### config.mk
export PLATFORM = sky130hd
export DESIGN_NAME = ram_burst_master
export DESIGN_NICKNAME = d
export VERILOG_FILES = /design/src/rtl/ram_burst_master.sv
export SDC_FILE = /design/constraint.sdc
export NUM_CORES = 1
export LEC_CHECK = 0
export BUFFER_PORTS_ARGS = -buffer_cell sky130_fd_sc_hd__buf_2
export CORE_UTILIZATION = 43
export CTS_CLUSTER_DIAMETER = 120
export DETAILED_ROUTE_END_ITERATION = 10
export PLACE_DENSITY_LB_ADDON = 0.05
export SLEW_MARGIN = 15
export SYNTH_ARGS = -nofsm -noshare
export SYNTH_HDL_FRONTEND = slang
export SYNTH_SLANG_ARGS = --single-unit
### constraint.sdc
create_clock -name clk -period 1.25 [get_ports clk]
set_input_delay 0 -clock clk [delete_from_list [all_inputs] [get_ports clk]]
set_output_delay 0 -clock clk [all_outputs]
set_load 0.03 [all_outputs]
### src/rtl/ram_burst_master.sv
// Burst read/write initiator for a single-port synchronous RAM with registered data_out.
// Optional beat counters: define RAM_BURST_MASTER_STATS_EN.
module ram_burst_master #(
   parameter int unsigned ADDR_W = 2,
   parameter int unsigned DATA_W = 8
) (
   input  logic              clk,
   input  logic              rst,
   input  logic              cmd_valid,
   output logic              cmd_ready,
   input  logic              cmd_write,
   input  logic [ADDR_W-1:0] cmd_addr,
   input  logic [ADDR_W-1:0] cmd_len,
   input  logic              wr_valid,
   output logic              wr_ready,
   input  logic [DATA_W-1:0] wr_data,
   output logic              rd_valid,
   input  logic              rd_ready,
   output logic [DATA_W-1:0] rd_data,
   output logic              rd_last,
   output logic              busy,
   output logic [ADDR_W-1:0] ram_address,
   output logic [DATA_W-1:0] ram_data_in,
   output logic              ram_write_enable,
   input  logic [DATA_W-1:0] ram_data_out
`ifdef RAM_BURST_MASTER_STATS_EN
   ,
   output logic [15:0]       wr_beat_count,
   output logic [15:0]       rd_beat_count
`endif
);

   typedef enum logic [2:0] {IDLE, WR, RD_A, RD_C, RD_R} state_t;

   state_t            state, state_nxt;
   logic [ADDR_W-1:0] ptr;
   logic [ADDR_W-1:0] ptr_inc;
   logic [ADDR_W-1:0] remaining;

   assign ptr_inc = ptr + 1'b1;

   always_ff @(posedge clk) begin
      if (rst) state <= IDLE;
      else     state <= state_nxt;
   end

   always_comb begin
      state_nxt = state;
      case (state)
         IDLE:    if (cmd_valid) state_nxt = cmd_write ? WR : RD_A;
         WR:      if (wr_valid && remaining == '0) state_nxt = IDLE;
         RD_A:    state_nxt = RD_C;
         RD_C:    state_nxt = RD_R;
         RD_R:    if (rd_ready) state_nxt = rd_last ? IDLE : RD_A;
         default: state_nxt = IDLE;
      endcase
   end

   always_comb begin
      cmd_ready = (state == IDLE);
      wr_ready  = (state == WR);
      busy      = (state != IDLE);
   end

   // RAM drive and read response registers; ram_address already holds ptr on entry to RD_A.
   always_ff @(posedge clk) begin
      if (rst) begin
         ptr              <= '0;
         remaining        <= '0;
         ram_address      <= '0;
         ram_data_in      <= '0;
         ram_write_enable <= 1'b0;
         rd_valid         <= 1'b0;
         rd_data          <= '0;
         rd_last          <= 1'b0;
      end else begin
         ram_write_enable <= 1'b0;
         case (state)
            IDLE: begin
               if (cmd_valid) begin
                  ptr         <= cmd_addr;
                  remaining   <= cmd_len;
                  ram_address <= cmd_addr;
               end
            end
            WR: begin
               if (wr_valid) begin
                  ram_write_enable <= 1'b1;
                  ram_address      <= ptr;
                  ram_data_in      <= wr_data;
                  ptr              <= ptr_inc;
                  if (remaining != '0) remaining <= remaining - 1'b1;
               end
            end
            RD_C: begin
               rd_data  <= ram_data_out;
               rd_valid <= 1'b1;
               rd_last  <= (remaining == '0);
            end
            RD_R: begin
               if (rd_ready) begin
                  rd_valid <= 1'b0;
                  rd_last  <= 1'b0;
                  if (!rd_last) begin
                     ptr         <= ptr_inc;
                     ram_address <= ptr_inc;
                     remaining   <= remaining - 1'b1;
                  end
               end
            end
            default: ;
         endcase
      end
   end

`ifdef RAM_BURST_MASTER_STATS_EN
   logic wr_fire, rd_fire;

   assign wr_fire = (state == WR) && wr_valid;
   assign rd_fire = (state == RD_R) && rd_ready;

   always_ff @(posedge clk) begin
      if (rst) begin
         wr_beat_count <= '0;
         rd_beat_count <= '0;
      end else begin
         if (wr_fire && wr_beat_count != '1) wr_beat_count <= wr_beat_count + 1'b1;
         if (rd_fire && rd_beat_count != '1) rd_beat_count <= rd_beat_count + 1'b1;
      end
   end
`endif

endmodule

==> results.py <==
metrics = {
    "outcome": {
        "outcome": "complete, but fails checks",
        "violations": "setup timing",
    },
    "sta": {
        "setup_ws_ns": -0.131,
        "post-route-min-period_ns": 1.38,
        "rsz0062_at_grt": "yes",
        "slew_headroom": 0.816,
        "fin_setup_tns_ns": -1.17,
        "setup_viol": 19,
        "finClkSkew_ns": 0.00290,
        "hold_viol": 0,
        "finalHoldWorstSlack_ns": 0.0469,
        "max_freq_mhz": 724,
        "min_period_over_period": 1.11,
        "tightest_slew_ns": 0.274,
        "finalMaxSlewViolations": 0,
    },
    "critical_path": {
        "cp_num_buf_inv": 3,
        "cp_slowest_cell": "dfxtp_4",
        "cpMostUsedCell": "buf_6",
        "cp_cell_sequence": "buf_6 -> nor3b_4 -> buf_4 -> buf_6",
        "crit_fanout": 4,
        "critPathLaunchType": "register",
        "cp_top_family": "buffers and inverters",
        "crit_type": "reg -> out",
        "slowest_delay_ns": 0.40,
        "crit_required_ns": 1.25,
        "end_kind": "output port",
        "cp.arrival_ns": 1.38,
    },
    "synthesis": {
        "synth-seq-cells": 28,
        "syn_area_um2": 1280,
        "synthArstFlopShare": 0,
        "synth-main-ff-cell": "dfxtp_1",
        "ys_types": 35,
        "synth_edf_count": 0,
        "yosysWarnings": 0,
        "seq_area_frac_synth": 0.438,
        "synth_cells": 160,
        "syn_area_per_cell_um2": 7.99,
        "synth_nets": 187,
    },
    "grt": {
        "antenna_found_initial": 0,
        "grt-busiest-layer": "met2",
        "globalRouteTotalUtil": 0.220,
        "met1_usage": 0.277,
        "grt_pass1_wl_mm": 5.60,
        "grt_pass1_vias": 1301,
        "globalRouteOverflowTotal": 0,
        "grt_max_degree": 21,
        "met2_usage": 0.393,
        "met3_usage": 0.0230,
    },
    "run": {
        "cap_violations": 0,
    },
    "layout": {
        "drive_above_1_share": 0.407,
        "area_delta_synth_final_pct": 64.7,
        "fin_nets": 269,
        "diodes": 0,
    },
    "die": {
        "core_um2": 2780,
        "dieArea_um2": 3200,
        "start_util": 0.460,
        "die_x_um": 56.5,
        "io_pins": 50,
        "row_count": 19,
        "fp.dieH_um": 56.5,
    },
    "placed_design": {
        "hpwl_mm": 2.29,
        "portBuffers": 49,
        "gp_congestion": 0.843,
    },
    "power_and_ir_drop": {
        "cellLeakagePower_nw": 0.900,
        "ir_drop_v": 0.00104,
        "powerDensity_nw_per_um2": 1150,
    },
    "worst_hold_path": {
        "min_path_type": "in -> reg",
    },
    "cts": {
        "clock_latency_ns": 0.32,
        "numCtsBuffers": 3,
        "path_clk_slew_ns": 0.15,
        "clockBufferDepth": 2,
        "cts_tree": "done",
        "cts_max_level": 1,
        "cts-root-buf": "clkbuf_4",
        "cts_sinks": 28,
    },
    "routing": {
        "wl_per_cell_um": 13.0,
        "ant_nets": 0,
        "drc_errors": 0,
        "via_count": 1405,
        "drt_iter0_markers": 52,
        "wl_mm": 3.54,
        "viasPerCell": 5.17,
        "drtPass1Iterations": 4,
    },
}
[registers in the layout, summed over array words and instances (netlist names)]
signal	count
remaining	2
ptr	2
ram_address	2
state	3
rd_valid	1
ram_write_enable	1
ram_data_in	8
rd_data	8
rd_last	1
[synth_stat cells (3+ instances only)]
| library cell | count | area share |
|---|---|---|
| inv_1 | 7 | 0.021 |
| buf_2 | 5 | 0.020 |
| mux2i_1 | 3 | 0.023 |
| o21ai_0 | 8 | 0.031 |
| nand2_1 | 30 | 0.088 |
| dfxtp_1 | 28 | 0.44 |
| nor3_1 | 3 | 0.012 |
| nand3_1 | 8 | 0.031 |
| clkbuf_1 | 4 | 0.012 |
| a21oi_1 | 23 | 0.090 |
| nor2_1 | 9 | 0.026 |
[cells by family (layout without fill, tap and decap cells)]
family / Yosys count / count (layout) / synth area share
multiplexers: 3 / 3 / 0.0235
flip-flops: 28 / 28 / 0.438
buffers and inverters: 18 / 99 / 0.0695
AO/OA/AOI/OAI: 47 / 47 / 0.226
AND/OR/NAND/NOR: 61 / 61 / 0.219
adder cells (fa/ha/maj): 1 / 1 / 0.00978
XOR/XNOR: 2 / 2 / 0.0137
[power by group]
part           switching (mW)  internal, mW  leakage, nW
logic                   0.411         0.389        0.642
registers              0.0647         0.953        0.231
clock network           0.272         0.324       0.0279
total                   0.748          1.67        0.900
[worst register-to-register path, delay by kind of cell, from the launching register on]
family	cells	cell delay, ns
buf+inv	1	0.15
simple gates	1	0.25
flops	1	0.40
compound gates	3	0.50
[through the flow]
step | cell area (um2) | util | cells | worst slack [ns] | total power [mW]
after floorplan | 1300 | - | 160 | -0.0933 | 1.42
after global placement | 1630 | 0.587 | 244 | -0.130 | 1.59
after detailed placement | 1630 | 0.587 | 244 | -0.218 | 1.61
after CTS | 1990 | 0.715 | 269 | -0.140 | 2.34
after global routing | 2110 | 0.757 | 272 | -0.201 | 2.53
final | 2110 | 0.757 | 272 | -0.131 | 2.41
[layout by cell type, fill, tap and decap left out, drive strengths merged, types with 2 or more instances in the layout]
master / count
mux2i: 3
nor2: 10
nor3b: 3
a211oi: 2
nor4: 2
a21oi: 24
o21ai: 9
buf: 68
xnor2: 2
a311oi: 2
inv: 7
nand3: 8
a31oi: 2
dlygate4sd3: 20
clkbuf: 3
nor3: 3
and2: 2
nand2: 30
o21a: 2
dfxtp: 28
[routing by layer]
layer | vias to the layer above | part of all wire
met5 | - | 0
met2 | 37 | 0.51
met3 | 2 | 0.033
met1 | 649 | 0.45
met4 | 0 | 0.0048
li1 | 717 | -
[timing repair]
action                                  4_1_cts  5_1_grt
setup buffers                                 1        3
pin swaps                                     6        6
endpoints found under the hold margin        20        0
resized for setup                            29       19
hold buffers                                 20        0
gates cloned                                  0        0
endpoints found under the setup margin       28       28
[area by class of cell]
| type | count | area (um2) |
|---|---|---|
| clock buffer | 3 | 22.5 |
| clock inverter | 1 | 30.0 |
| fill | 211 | 676 |
| inverter | 7 | 26.3 |
| multi-input combinational | 114 | 771 |
| sequential | 28 | 573 |
| tap | 31 | 38.8 |
| timing repair buffer | 88 | 644 |
[worst paths after layout]
check / startpoint / to / slack [ns] / depth (start not counted)
min: cmd_addr[1] / ram_address[1] / 0.05 / 3
max reg2reg: state[1] / ram_address[1] / -0.12 / 5
min reg2reg: ram_data_in[6] / ram_data_in[6] / 0.46 / 2
max: state[1] / wr_ready / -0.13 / 4
Power figures use the tool's default switching activity.
